**src/rtl/llc_input_arbiter_n_if.sv**
```systemverilog
// Request/grant bundle between the LLC input queues, the input arbiter and the lookup stage.
// master = queue/replay side driving requests; slave = arbiter.
interface llc_input_arbiter_n_if #(
    parameter int NUM_CH      = 4,
    parameter int LINE_ADDR_W = 26,
    parameter int SET_W       = 8,
    parameter int RQ_DEPTH    = 2
);
    localparam int CH_W  = (NUM_CH > 1) ? $clog2(NUM_CH) : 1;
    localparam int TAG_W = LINE_ADDR_W - SET_W;
    localparam int CNT_W = $clog2(RQ_DEPTH) + 1;

    logic                          decode_en;
    logic [NUM_CH-1:0]             ch_valid;
    logic [NUM_CH*LINE_ADDR_W-1:0] ch_addr;
    logic [NUM_CH-1:0]             ch_hi;
    logic [NUM_CH-1:0]             ch_block;
    logic                          rq_push;
    logic [LINE_ADDR_W-1:0]        rq_push_addr;
    logic [CH_W-1:0]               rq_push_ch;
    logic                          rq_block;

    logic [NUM_CH-1:0]             ch_get;
    logic                          rq_pop;
    logic                          grant_valid;
    logic [CH_W-1:0]               grant_ch;
    logic                          grant_replay;
    logic                          grant_starved;
    logic [SET_W-1:0]              set_next;
    logic [SET_W-1:0]              set;
    logic [TAG_W-1:0]              tag;
    logic [CNT_W-1:0]              rq_count;
    logic                          rq_full;
    logic                          rq_overflow;
    logic                          idle;

    modport master (
        output decode_en, ch_valid, ch_addr, ch_hi, ch_block,
               rq_push, rq_push_addr, rq_push_ch, rq_block,
        input  ch_get, rq_pop, grant_valid, grant_ch, grant_replay, grant_starved,
               set_next, set, tag, rq_count, rq_full, rq_overflow, idle
    );

    modport slave (
        input  decode_en, ch_valid, ch_addr, ch_hi, ch_block,
               rq_push, rq_push_addr, rq_push_ch, rq_block,
        output ch_get, rq_pop, grant_valid, grant_ch, grant_replay, grant_starved,
               set_next, set, tag, rq_count, rq_full, rq_overflow, idle
    );
endinterface

```
**src/rtl/llc_input_arbiter_n.sv**
```systemverilog
// LLC input arbiter: replay > starved low > high RR > low RR; grant registered 1 cycle after decode_en.
// Pops (ch_get/rq_pop) are combinational with decode_en; replay pushes into a full queue are dropped.
module llc_input_arbiter_n #(
    parameter int NUM_CH      = 4,
    parameter int LINE_ADDR_W = 26,
    parameter int SET_W       = 8,
    parameter int STARVE_MAX  = 15,
    parameter int RQ_DEPTH    = 2
) (
    input  logic                 clk,
    input  logic                 rst,
    llc_input_arbiter_n_if.slave bus
);
    localparam int CH_W  = (NUM_CH > 1) ? $clog2(NUM_CH) : 1;
    localparam int TAG_W = LINE_ADDR_W - SET_W;
    localparam int RQ_AW = $clog2(RQ_DEPTH);
    localparam int CNT_W = RQ_AW + 1;
    localparam int ST_W  = $clog2(STARVE_MAX + 1);

    typedef enum logic [2:0] {SRC_NONE, SRC_RQ, SRC_STARVE, SRC_HI, SRC_LO} src_e;

    logic [CH_W-1:0]        r_ptr_hi, r_ptr_lo;
    logic [ST_W-1:0]        r_starve [NUM_CH];
    logic [LINE_ADDR_W-1:0] r_rq_addr [RQ_DEPTH];
    logic [CH_W-1:0]        r_rq_ch [RQ_DEPTH];
    logic [RQ_AW-1:0]       r_rq_rd, r_rq_wr;
    logic [CNT_W-1:0]       r_rq_count;
    logic                   r_rq_overflow;
    logic                   r_grant_valid, r_grant_replay, r_grant_starved;
    logic [CH_W-1:0]        r_grant_ch;
    logic [SET_W-1:0]       r_set;
    logic [TAG_W-1:0]       r_tag;

    logic [NUM_CH-1:0]      w_elig, w_hi_elig, w_lo_elig;
    logic                   w_rq_elig, w_rq_full, w_rq_push_ok, w_ch_win;
    logic                   w_st_found;
    logic [CH_W-1:0]        w_st_ch, w_win_ch, w_ptr_next;
    logic [CH_W:0]          w_hi_pick, w_lo_pick;
    logic [LINE_ADDR_W-1:0] w_win_addr;
    logic [LINE_ADDR_W-1:0] w_ch_addr [NUM_CH];
    src_e                   w_src;

    for (genvar g = 0; g < NUM_CH; g++) begin : g_addr
        assign w_ch_addr[g] = bus.ch_addr[g*LINE_ADDR_W +: LINE_ADDR_W];
    end

    // Returns {found, index}; search begins at ptr and wraps past NUM_CH-1.
    function automatic logic [CH_W:0] rr_pick(input logic [NUM_CH-1:0] req,
                                              input logic [CH_W-1:0]   ptr);
        logic            found;
        logic [CH_W-1:0] idx, cand;
        int              j;
        found = 1'b0;
        idx   = '0;
        for (int k = 0; k < NUM_CH; k++) begin
            j = int'(ptr) + k;
            if (j >= NUM_CH) j = j - NUM_CH;
            cand = CH_W'(j);
            if (!found && req[cand]) begin
                found = 1'b1;
                idx   = cand;
            end
        end
        return {found, idx};
    endfunction

    assign w_elig    = bus.ch_valid & ~bus.ch_block;
    assign w_hi_elig = w_elig & bus.ch_hi;
    assign w_lo_elig = w_elig & ~bus.ch_hi;
    assign w_rq_elig = (r_rq_count != '0) && !bus.rq_block;
    assign w_hi_pick = rr_pick(w_hi_elig, r_ptr_hi);
    assign w_lo_pick = rr_pick(w_lo_elig, r_ptr_lo);

    always_comb begin
        w_st_found = 1'b0;
        w_st_ch    = '0;
        for (int i = NUM_CH - 1; i >= 0; i--) begin
            if (w_lo_elig[i] && r_starve[i] == ST_W'(STARVE_MAX)) begin
                w_st_found = 1'b1;
                w_st_ch    = CH_W'(i);
            end
        end
    end

    always_comb begin
        w_src      = SRC_NONE;
        w_win_ch   = '0;
        w_win_addr = '0;
        if (bus.decode_en) begin
            if (w_rq_elig) begin
                w_src      = SRC_RQ;
                w_win_ch   = r_rq_ch[r_rq_rd];
                w_win_addr = r_rq_addr[r_rq_rd];
            end else if (w_st_found) begin
                w_src      = SRC_STARVE;
                w_win_ch   = w_st_ch;
                w_win_addr = w_ch_addr[w_st_ch];
            end else if (w_hi_pick[CH_W]) begin
                w_src      = SRC_HI;
                w_win_ch   = w_hi_pick[CH_W-1:0];
                w_win_addr = w_ch_addr[w_hi_pick[CH_W-1:0]];
            end else if (w_lo_pick[CH_W]) begin
                w_src      = SRC_LO;
                w_win_ch   = w_lo_pick[CH_W-1:0];
                w_win_addr = w_ch_addr[w_lo_pick[CH_W-1:0]];
            end
        end
    end

    assign w_ch_win     = (w_src == SRC_STARVE) || (w_src == SRC_HI) || (w_src == SRC_LO);
    assign w_ptr_next   = (w_win_ch == CH_W'(NUM_CH - 1)) ? '0 : w_win_ch + 1'b1;
    assign w_rq_full    = (r_rq_count == CNT_W'(RQ_DEPTH));
    assign w_rq_push_ok = bus.rq_push && (!w_rq_full || bus.rq_pop);

    assign bus.ch_get   = w_ch_win ? ({{(NUM_CH-1){1'b0}}, 1'b1} << w_win_ch) : '0;
    assign bus.rq_pop   = (w_src == SRC_RQ);
    assign bus.set_next = (w_src != SRC_NONE) ? w_win_addr[SET_W-1:0] : '0;
    assign bus.idle     = bus.decode_en && (w_src == SRC_NONE);

    always_ff @(posedge clk or posedge rst) begin
        if (rst) begin
            r_grant_valid   <= 1'b0;
            r_grant_replay  <= 1'b0;
            r_grant_starved <= 1'b0;
            r_grant_ch      <= '0;
            r_set           <= '0;
            r_tag           <= '0;
            r_ptr_hi        <= '0;
            r_ptr_lo        <= '0;
            for (int i = 0; i < NUM_CH; i++) r_starve[i] <= '0;
        end else if (bus.decode_en) begin
            r_grant_valid <= (w_src != SRC_NONE);
            if (w_src != SRC_NONE) begin
                r_grant_ch      <= w_win_ch;
                r_grant_replay  <= (w_src == SRC_RQ);
                r_grant_starved <= (w_src == SRC_STARVE);
                r_set           <= w_win_addr[SET_W-1:0];
                r_tag           <= w_win_addr[LINE_ADDR_W-1:SET_W];
            end else begin
                r_grant_replay  <= 1'b0;
                r_grant_starved <= 1'b0;
            end
            if (w_src == SRC_HI) r_ptr_hi <= w_ptr_next;
            if (w_src == SRC_STARVE || w_src == SRC_LO) r_ptr_lo <= w_ptr_next;
            // High-class channels never accumulate wait time.
            for (int i = 0; i < NUM_CH; i++) begin
                if (w_lo_elig[i] && !(w_ch_win && w_win_ch == CH_W'(i))) begin
                    if (r_starve[i] != ST_W'(STARVE_MAX)) r_starve[i] <= r_starve[i] + 1'b1;
                end else begin
                    r_starve[i] <= '0;
                end
            end
        end
    end

    always_ff @(posedge clk or posedge rst) begin
        if (rst) begin
            r_rq_rd       <= '0;
            r_rq_wr       <= '0;
            r_rq_count    <= '0;
            r_rq_overflow <= 1'b0;
            for (int i = 0; i < RQ_DEPTH; i++) begin
                r_rq_addr[i] <= '0;
                r_rq_ch[i]   <= '0;
            end
        end else begin
            if (w_rq_push_ok) begin
                r_rq_addr[r_rq_wr] <= bus.rq_push_addr;
                r_rq_ch[r_rq_wr]   <= bus.rq_push_ch;
                r_rq_wr            <= r_rq_wr + 1'b1;
            end else if (bus.rq_push) begin
                r_rq_overflow <= 1'b1;
            end
            if (bus.rq_pop) r_rq_rd <= r_rq_rd + 1'b1;
            if (w_rq_push_ok && !bus.rq_pop)      r_rq_count <= r_rq_count + 1'b1;
            else if (!w_rq_push_ok && bus.rq_pop) r_rq_count <= r_rq_count - 1'b1;
        end
    end

    assign bus.grant_valid   = r_grant_valid;
    assign bus.grant_ch      = r_grant_ch;
    assign bus.grant_replay  = r_grant_replay;
    assign bus.grant_starved = r_grant_starved;
    assign bus.set           = r_set;
    assign bus.tag           = r_tag;
    assign bus.rq_count      = r_rq_count;
    assign bus.rq_full       = w_rq_full;
    assign bus.rq_overflow   = r_rq_overflow;
endmodule

```
**src/flat_wrapper.sv**
```systemverilog
// flat-port wrapper written by rule: the top's interface ports become plain ports
module llc_input_arbiter_n_flat 
#(
    parameter int NUM_CH      = 4,
    parameter int LINE_ADDR_W = 26,
    parameter int SET_W       = 8,
    parameter int STARVE_MAX  = 15,
    parameter int RQ_DEPTH    = 2
)
  (clk, rst, bus_decode_en, bus_ch_valid, bus_ch_addr, bus_ch_hi, bus_ch_block, bus_rq_push, bus_rq_push_addr, bus_rq_push_ch, bus_rq_block, bus_ch_get, bus_rq_pop, bus_grant_valid, bus_grant_ch, bus_grant_replay, bus_grant_starved, bus_set_next, bus_set, bus_tag, bus_rq_count, bus_rq_full, bus_rq_overflow, bus_idle);
  llc_input_arbiter_n_if #(.NUM_CH(NUM_CH), .LINE_ADDR_W(LINE_ADDR_W), .SET_W(SET_W), .RQ_DEPTH(RQ_DEPTH)) bus_i ();
  input  logic clk;
  input  logic rst;
  input wire logic [$bits(bus_i.decode_en)-1:0] bus_decode_en;
  input wire logic [$bits(bus_i.ch_valid)-1:0] bus_ch_valid;
  input wire logic [$bits(bus_i.ch_addr)-1:0] bus_ch_addr;
  input wire logic [$bits(bus_i.ch_hi)-1:0] bus_ch_hi;
  input wire logic [$bits(bus_i.ch_block)-1:0] bus_ch_block;
  input wire logic [$bits(bus_i.rq_push)-1:0] bus_rq_push;
  input wire logic [$bits(bus_i.rq_push_addr)-1:0] bus_rq_push_addr;
  input wire logic [$bits(bus_i.rq_push_ch)-1:0] bus_rq_push_ch;
  input wire logic [$bits(bus_i.rq_block)-1:0] bus_rq_block;
  output wire logic [$bits(bus_i.ch_get)-1:0] bus_ch_get;
  output wire logic [$bits(bus_i.rq_pop)-1:0] bus_rq_pop;
  output wire logic [$bits(bus_i.grant_valid)-1:0] bus_grant_valid;
  output wire logic [$bits(bus_i.grant_ch)-1:0] bus_grant_ch;
  output wire logic [$bits(bus_i.grant_replay)-1:0] bus_grant_replay;
  output wire logic [$bits(bus_i.grant_starved)-1:0] bus_grant_starved;
  output wire logic [$bits(bus_i.set_next)-1:0] bus_set_next;
  output wire logic [$bits(bus_i.set)-1:0] bus_set;
  output wire logic [$bits(bus_i.tag)-1:0] bus_tag;
  output wire logic [$bits(bus_i.rq_count)-1:0] bus_rq_count;
  output wire logic [$bits(bus_i.rq_full)-1:0] bus_rq_full;
  output wire logic [$bits(bus_i.rq_overflow)-1:0] bus_rq_overflow;
  output wire logic [$bits(bus_i.idle)-1:0] bus_idle;
  assign bus_i.decode_en = bus_decode_en;
  assign bus_i.ch_valid = bus_ch_valid;
  assign bus_i.ch_addr = bus_ch_addr;
  assign bus_i.ch_hi = bus_ch_hi;
  assign bus_i.ch_block = bus_ch_block;
  assign bus_i.rq_push = bus_rq_push;
  assign bus_i.rq_push_addr = bus_rq_push_addr;
  assign bus_i.rq_push_ch = bus_rq_push_ch;
  assign bus_i.rq_block = bus_rq_block;
  assign bus_ch_get = bus_i.ch_get;
  assign bus_rq_pop = bus_i.rq_pop;
  assign bus_grant_valid = bus_i.grant_valid;
  assign bus_grant_ch = bus_i.grant_ch;
  assign bus_grant_replay = bus_i.grant_replay;
  assign bus_grant_starved = bus_i.grant_starved;
  assign bus_set_next = bus_i.set_next;
  assign bus_set = bus_i.set;
  assign bus_tag = bus_i.tag;
  assign bus_rq_count = bus_i.rq_count;
  assign bus_rq_full = bus_i.rq_full;
  assign bus_rq_overflow = bus_i.rq_overflow;
  assign bus_idle = bus_i.idle;
  llc_input_arbiter_n #(.NUM_CH(NUM_CH), .LINE_ADDR_W(LINE_ADDR_W), .SET_W(SET_W), .STARVE_MAX(STARVE_MAX), .RQ_DEPTH(RQ_DEPTH)) u_core (.clk(clk), .rst(rst), .bus(bus_i));
endmodule
```
**config.mk**
```make
export PLATFORM = sky130hd
export DESIGN_NAME = llc_input_arbiter_n_flat
export DESIGN_NICKNAME = d
export VERILOG_FILES = /design/src/rtl/llc_input_arbiter_n_if.sv /design/src/rtl/llc_input_arbiter_n.sv /design/src/flat_wrapper.sv
export SDC_FILE = /design/constraint.sdc
export NUM_CORES = 1
export LEC_CHECK = 0
export CORE_MARGIN = 2
export CORE_UTILIZATION = 30
export CTS_CLUSTER_DIAMETER = 150
export DETAILED_ROUTE_END_ITERATION = 10
export PLACE_DENSITY_LB_ADDON = 0.15
export SYNTH_ARGS = -nofsm -noshare
export SYNTH_HDL_FRONTEND = slang
export SYNTH_SLANG_ARGS = --single-unit
```
**constraint.sdc**
```tcl
create_clock -name clk -period 3.75 [get_ports clk]
set_input_delay 0.375 -clock clk [delete_from_list [all_inputs] [get_ports clk]]
set_output_delay 0.375 -clock clk [all_outputs]
set_load 0.1 [all_outputs]
```
==> impl_metrics.toml, run 1 <==
[outcome]
status = "finished clean"

[placement]
place_hpwl_um = 22600
place.gp.congestion = 0.884
dpl_cell_area_um2 = 10800
numPortBuffers = 197

[drt]
wl_per_cell_um = 22.0
dr.pass1.iters = 5
ant_nets = 0
vias_per_cell = 5.48
drc = 0
via_count = 7599
routed_wl_um = 30600
initialDrtViolationCount = 574

[synth]
synth_area_per_cell_um2 = 9.78
synth_area_leader_cell = "dfrtp_1"
syn-instance-count = 834
async_reset_ff_frac = 1.00
ys_types = 66
synth-edff-count = 0
netlist_top_cells_area = "dfrtp_1 (34%), mux2i_1 (17%), mux2_2 (11%)"
yosysWarnings = 0
ys_seq_area_frac = 0.344
syn_nets = 992
ys_ff_latch = 112
ys.flop_type = "dfrtp_1"
netlist.area_leader.share = 0.344
netlist_area_um2 = 8150

[clock_tree]
clock-sinks = 112
cts_buffers = 9
clkTransAtPathRegs_ns = 0.08
ctsRootBufferMaster = "clkbuf_16"
cts-resized-gates = 0
cts_max_path_buffers = 2
post_cts_buffers = 0
cts_max_level = 3
clkLatencyLatePin_ns = 0.37
cts_tree = "yes"
cts-hold-fix-buffers = 0

[global_routing]
grt.overflow.total = 0
grtUsageTotal = 0.213
antenna_found_initial = 6
grt_pass1_wl_um = 46400
grt_max_degree = 75
grt_pass1_vias = 7566

[finish]
layout-drive-gt1-share = 0.179
syn_to_final_growth_pct = 36.9
final_cell_mix = "clkdlybuf4s50_1 (183), mux2i_1 (135), dfrtp_1 (112)"
nFillCells = 2613
nNetsFinal = 1194
multi_input_area_um2 = 5060
final_common_cell = "clkdlybuf4s50_1"
seq_area_um2 = 2800
stdcell_area_um2 = 11200

[sta]
tightestPinTransition_ns = 1.07
relSlewSlack = 0.282
fin_setup_tns_ns = 0
skew_ns = 0.0104
finalSetupViolations = 0
finalMaxSlewViolations = 0
min_period_ns = 3.55
min_period_over_period = 0.948
rsz0062_at_grt = "false"
finalHoldViolCount = 0
fmaxAchievable_mhz = 281

[setup_path]
arrival_ns = 3.18
cp_max_fo = 23
rrSetupSlack_ns = 0.64
crit-reg2reg-launch = "u_core.r_starve[12]"
startpoint_type = "input port"
r2r-end = "u_core.r_starve[12]"
worstPathRequired_ns = 3.38
path_cells = "clkdlybuf4s50_1 -> and3b_1 -> a2bb2oi_2 -> and3_2 -> buf_12 -> buf_4 -> mux2i_1 -> a22oi_1 -> nand4_1 -> nand2_1 -> buf_12"
r2r_cells = 13
slowest_delay_ns = 0.58
critPathKind = "in -> out"
setup.worst_path.end_class = "output port"
slowest_stage = "clkdlybuf4s50_1"
cpMostUsedCell = "buf_12"

[pwr]
peakVddDrop_uv = 430
power_density_nw_per_um2 = 653
total_power_mw = 7.29
leakage_nw = 4.80

[floorplanning]
die_y_um = 169
dieArea_um2 = 28500
ioPinCount = 198
die_x_um = 169
core_um2 = 26800
initial_core_util = 0.304
row_count = 60

[min_path]
hold_class = "in -> async"

[job]
cap_violations = 0
## cells in the mapped netlist (all sizes together), types with 5 or more instances
| cell type | n |
|---|---|
| nand4 | 8 |
| mux2i | 135 |
| mux2 | 80 |
| a211o | 5 |
| clkbuf | 27 |
| o211ai | 7 |
| o21ai | 66 |
| ha | 9 |
| a21oi | 24 |
| a221oi | 5 |
| nand2 | 71 |
| o221ai | 19 |
| nor2 | 23 |
| a31oi | 7 |
| and3 | 11 |
| or3 | 13 |
| nand2b | 8 |
| and2 | 5 |
| a22oi | 7 |
| a22o | 6 |
| a21boi | 6 |
| dfrtp | 112 |
| inv | 14 |
| nor3 | 16 |
| a21o | 12 |
| o31ai | 7 |
| o22ai | 38 |
| o2111ai | 5 |
| nand3 | 11 |
| buf | 27 |
## cell families after synthesis
family / count (synthesis) / synth area share
AO/OA/AOI/OAI: 231 / 0.195
multiplexers: 215 / 0.276
AND/OR/NAND/NOR: 194 / 0.125
flip-flops: 112 / 0.344
buffers and inverters: 68 / 0.0413
adder cells (fa/ha/maj): 9 / 0.0138
XOR/XNOR: 5 / 0.00537
## metal layers
layer | GRT usage | up-vias | share of wire
met3 | 0.0348 | 45 | 0.049
met5 | 0 | - | 0.00033
met2 | 0.331 | 229 | 0.45
met4 | 0.0828 | 2 | 0.031
met1 | 0.298 | 3734 | 0.47
li1 | - | 3589 | -
## worst max path at each step
stage	slack [ns]	end	startpoint
finish	0.20	bus_set_next[1]	bus_ch_block[2]
global placement	0.23	bus_set_next[1]	bus_ch_block[0]
detailed placement	0.20	bus_ch_get[0]	bus_ch_hi[3]
floorplan	0.12	bus_set_next[6]	u_core.r_ptr_hi[0]
CTS	0.15	bus_ch_get[0]	u_core.r_starve[8]
global route	0.003	bus_set_next[1]	bus_ch_block[0]
## flip-flops by register name (all words and copies together) (netlist names), 2 cells and up
| name | cells |
|---|---|
| u_core.r_ptr_lo | 2 |
| u_core.bus.grant_ch | 2 |
| u_core.r_rq_addr | 52 |
| u_core.r_rq_ch | 4 |
| u_core.bus.tag | 18 |
| u_core.bus.set | 8 |
| u_core.bus.rq_count | 2 |
| u_core.r_ptr_hi | 2 |
| u_core.r_starve | 16 |
## final cells by class
cell class                 instances  share of cell area
inverter                          14             0.00493
clock buffer                       9              0.0202
antenna                            5             0.00112
tap                              341              0.0382
multi-input combinational        654               0.453
timing repair buffer             245               0.225
clock inverter                     7             0.00628
sequential                       112               0.251
## report_power, final
group	internal, mW	leakage (nW)	switching (mW)	total (mW)
logic	1.50	3.28	2.73	4.23
clock network	0.473	0.147	0.532	1.01
registers	1.72	1.37	0.332	2.05
total	3.70	4.80	3.59	7.29
## per-stage QoR
step	worst slack (ns)	hold slack (ns)	std cells	utilization
6_report	0.196	0.413	1387	0.417
2_1_floorplan	0.118	0.474	834	-
5_1_grt	0.00256	0.470	1385	0.416
3_5_place_dp	0.205	0.446	1366	0.404
4_1_cts	0.155	0.433	1382	0.415
3_3_place_gp	0.226	0.442	1366	0.404
## critical path: cells and delay by family
kind	cells	cell delay [ns]
simple gates	4	0.84
mux	1	0.12
compound gates	2	0.50
buf+inv	4	1.32
No activity file was read; power rests on OpenSTA's default activity.
==> run 2, diff against run 1 <==
- CORE_UTILIZATION: 30 -> 32
==> impl_metrics.toml, run 2 (synthesis gave the netlist of run 1 again) <==
[finish]
multi_input_area_um2 = 5060
final_common_cell = "clkdlybuf4s50_1"
finish.utilization = 0.443
largest_register_ffs = 52
nFillCells = 2456
final_cell_mix = "clkdlybuf4s50_1 (183), mux2i_1 (135), dfrtp_1 (112)"
regMostFlops = "u_core.r_rq_addr"
syn_to_final_growth_pct = 36.5
nNetsFinal = 1193
stdcell_area_um2 = 11100
layout-drive-gt1-share = 0.177
seq_area_um2 = 2800

[outcome]
status = "finished clean"

[drt]
vias_per_cell = 5.54
routed_wl_um = 29500
drc = 0
initialDrtViolationCount = 397
ant_nets = 0
dr.pass1.iters = 5
via_count = 7598
wl_per_cell_um = 21.5

[clock_tree]
cts-hold-fix-buffers = 0
cts_max_level = 3
clkLatencyLatePin_ns = 0.37
cts_tree = "yes"
post_cts_buffers = 0
cts_buffers = 9
clock-sinks = 112
ctsRootBufferMaster = "clkbuf_16"
cts_max_path_buffers = 2
clkTransAtPathRegs_ns = 0.09

[global_routing]
grt_pass1_wl_um = 44800
grt_pass1_vias = 7430
grt.overflow.total = 0
antenna_found_initial = 3
grtUsageTotal = 0.220
grt_max_degree = 64

[floorplanning]
core_um2 = 25100
row_count = 58
die_y_um = 164
dieArea_um2 = 26800
die_x_um = 164
ioPinCount = 198
initial_core_util = 0.325

[pwr]
pwr-share-comb = 0.575
peakVddDrop_uv = 599
total_power_mw = 7.31
p_switching_mw = 3.60
swShare = 0.492
p_clk_frac = 0.146
power_density_nw_per_um2 = 657
leakage_nw = 4.80
p_int_mw = 3.71
pwr-share-seq = 0.279

[job]
cap_violations = 0

[sta]
min_period_ns = 3.57
rsz0062_at_grt = "false"
fmaxAchievable_mhz = 280
finalHoldWorstSlack_ns = 0.453
finalHoldViolCount = 0
relSlewSlack = 0.302
finalMaxSlewViolations = 0
fin_setup_tns_ns = 0
finalSetupViolations = 0
skew_ns = 0.0129
min_period_over_period = 0.952
tightestPinTransition_ns = 1.04

[min_path]
hold_class = "in -> async"

[setup_path]
slowest_delay_ns = 0.46
critPathKind = "reg -> out"
path_cells = "ha_1 -> and3_1 -> a22oi_1 -> nand3_1 -> nor2b_1 -> or4_1 -> o21ai_2 -> inv_1 -> ha_1 -> and2_1 -> buf_12"
cp_max_fo = 5
worstPathRequired_ns = 3.38
slowest_stage = "a22oi_1"
setup.worst_path.end_class = "output port"
r2r_cells = 12
cpMostUsedCell = "ha_1"
arrival_ns = 3.19
startpoint_type = "register"

[placement]
dpl_cell_area_um2 = 10800
numPortBuffers = 197
place_hpwl_um = 21700
place.gp.congestion = 0.874
## run 2: through the flow
stage          worst slack [ns]  instances
3_3_place_gp              0.213       1354
3_5_place_dp              0.178       1354
5_1_grt                  0.0353       1371
4_1_cts                   0.150       1370
6_report                  0.181       1372
2_1_floorplan             0.118        834
## run 2: area by class of cell
| type | instances | share of cell area |
|---|---|---|
| antenna | 2 | 0.000450 |
| clock buffer | 9 | 0.0202 |
| clock inverter | 7 | 0.00854 |
| inverter | 14 | 0.00495 |
| multi-input combinational | 654 | 0.454 |
| sequential | 112 | 0.252 |
| tap | 330 | 0.0371 |
| timing repair buffer | 244 | 0.223 |
## run 2: power by group through the flow
stage | logic, mW | registers (mW) | clock network, mW
after floorplan | 1.81 | 3.20 | 0
after global placement | 4.18 | 2.05 | 0
after detailed placement | 4.21 | 2.06 | 0
after CTS | 4.22 | 2.04 | 1.10
after global routing | 4.42 | 2.11 | 1.15
final | 4.20 | 2.04 | 1.07
## run 2: metal layers
layer  part of all wire  vias up  track usage  wire length [µm]
met5            0.00054        -            0                16
met1               0.47     3719        0.317             13900
met2               0.45      266        0.338             13200
li1                   -     3591            -                 -
met4              0.011        2       0.0419               336
met3              0.072       20       0.0500              2130
## run 2: worst paths after layout
check,start,endpoint,slack (ns)
setup / recovery,u_core.r_starve[12],bus_ch_get[0],0.18
min in group clk,u_core.bus.rq_overflow,u_core.bus.rq_overflow,0.48
max in group asynchronous,rst,u_core.bus.set[6],2.49
hold / removal,rst,u_core.r_rq_addr[26],0.45
setup reg to reg,u_core.r_starve[12],u_core.r_starve[12],0.59
hold reg to reg,u_core.bus.rq_overflow,u_core.bus.rq_overflow,0.48
## run 2: critical path, delay by kind of cell, from the launching register on
family	cells	cell delay, ns
AND/OR/NAND/NOR	5	1.13
AO/OA/AOI/OAI	2	0.55
flip-flops	1	0.43
adder cells (fa/ha/maj)	2	0.41
buffers and inverters	2	0.31
## run 2: what timing repair did
action	4_1_cts	5_1_grt
resized for setup	0	4
endpoints found under the hold margin	0	0
endpoints found under the setup margin	0	4
==> run 3, diff against run 2 <==
- clock period: 3.75 -> 4.6 ns (I/O delays scaled with it)
==> impl_metrics.toml, run 3 (synthesis gave the netlist of run 1 again) <==
[outcome]
status = "finished clean"

[finish]
largest_register_ffs = 52
stdcell_area_um2 = 11000
nFillCells = 2478
regMostFlops = "u_core.r_rq_addr"
n_antenna_cell = 0
nNetsFinal = 1177
layout-drive-gt1-share = 0.162
final_cell_mix = "clkdlybuf4s50_1 (183), mux2i_1 (135), dfrtp_1 (112)"
final_common_cell = "clkdlybuf4s50_1"
syn_to_final_growth_pct = 34.4

[sta]
finalSetupViolations = 0
min_period_ns = 4.02
worst_slack_ns = 0.575
skew_ns = 0.0174
rsz0062_at_grt = "false"
finalMaxSlewViolations = 0
min_period_over_period = 0.875
finalHoldWorstSlack_ns = 0.456
relSlewSlack = 0.293
fmaxAchievable_mhz = 248
tightestPinTransition_ns = 1.06
fin_setup_tns_ns = 0
finalHoldViolCount = 0

[setup_path]
r2r-end = "u_core.r_starve[0]"
path_cells = "clkdlybuf4s50_1 -> nor3b_2 -> a21oi_1 -> o21ai_4 -> nor2b_1 -> or4_1 -> o21ai_2 -> inv_1 -> ha_1 -> and2_1 -> buf_12"
worstPathRequired_ns = 4.14
setup.worst_path.end_class = "output port"
rrSetupSlack_ns = 1.19
critPathKind = "in -> out"
arrival_ns = 3.56
slowest_delay_ns = 0.62
crit-reg2reg-launch = "u_core.r_starve[12]"
r2r_cells = 12
cp_max_fo = 16
startpoint_type = "input port"
slowest_stage = "o21ai_4"

[placement]
pre_cts_slack_ns = 0.617
numPortBuffers = 197
place_hpwl_um = 21700
dpl_cell_area_um2 = 10600
place.gp.congestion = 0.867

[global_routing]
grtUsageTotal = 0.218
grt_max_degree = 40
grt_pass1_wl_um = 44800
grt.overflow.total = 0
grt_pass1_vias = 7521
antenna_found_initial = 1

[clock_tree]
cts_max_level = 3
ctsRootBufferMaster = "clkbuf_16"
cts_max_path_buffers = 2
clock-sinks = 112
cts_tree = "yes"
cts-resized-gates = 0
clkTransAtPathRegs_ns = 0.09
clkLatencyLatePin_ns = 0.37
cts-hold-fix-buffers = 0
cts_buffers = 9
post_cts_buffers = 0

[pwr]
power_density_nw_per_um2 = 542
leakage_nw = 4.72
peakVddDrop_uv = 467
total_power_mw = 5.94

[drt]
routed_wl_um = 29300
via_count = 7452
dr.pass1.iters = 5
vias_per_cell = 5.50
initialDrtViolationCount = 531
wl_per_cell_um = 21.6
ant_nets = 0
drc = 0

[floorplanning]
dieArea_um2 = 26800
die_y_um = 164
ioPinCount = 198
row_count = 58
core_um2 = 25100
die_x_um = 164
initial_core_util = 0.325

[job]
cap_violations = 0

[min_path]
hold_class = "in -> async"
-- run 3: worst max-delay path, delay by kind of cell --
family                   cells  cell delay (ns)
AND/OR/NAND/NOR              4             1.15
AO/OA/AOI/OAI                3             0.91
adder cells (fa/ha/maj)      1             0.17
buffers and inverters        3             0.85
-- run 3: worst max-delay path by stage --
stage / from / to / slack, ns
after detailed placement: bus_ch_hi[3] / bus_ch_get[0] / 0.62
after global routing: bus_ch_valid[1] / bus_ch_get[3] / 0.29
after floorplan: bus_ch_hi[3] / bus_set_next[6] / 0.08
final: bus_ch_valid[0] / bus_ch_get[0] / 0.58
after global placement: bus_ch_valid[1] / bus_ch_get[0] / 0.66
after CTS: bus_ch_valid[1] / bus_ch_get[0] / 0.60
-- run 3: cell type report --
| class | count | area (µm²) | share of cell area |
|---|---|---|---|
| clock inverters | 6 | 85.1 | 0.00776 |
| repair buffers | 228 | 2330 | 0.213 |
| flip-flops and latches | 112 | 2800 | 0.256 |
| clock buffers | 10 | 239 | 0.0218 |
| inverters | 14 | 55.1 | 0.00502 |
| well taps | 330 | 413 | 0.0377 |
| multi-input cells | 654 | 5030 | 0.459 |
-- run 3: metrics by stage --
step                std cells   util
detailed placement       1338  0.424
floorplan                 834      -
global route             1354  0.437
global placement         1338  0.424
finish                   1354  0.437
CTS                      1354  0.437
-- run 3: routing by layer --
layer	up-vias	track usage	routed length (µm)
met5	-	0	13
li1	3546	-	-
met2	233	0.351	13600
met1	3641	0.302	13500
met3	30	0.0437	1780
met4	2	0.0490	415
-- run 3: report_power, final --
group          switching (mW)  internal [mW]
sequential              0.269           1.40
clock                   0.430          0.452
combinational            2.19           1.19
total                    2.89           3.05
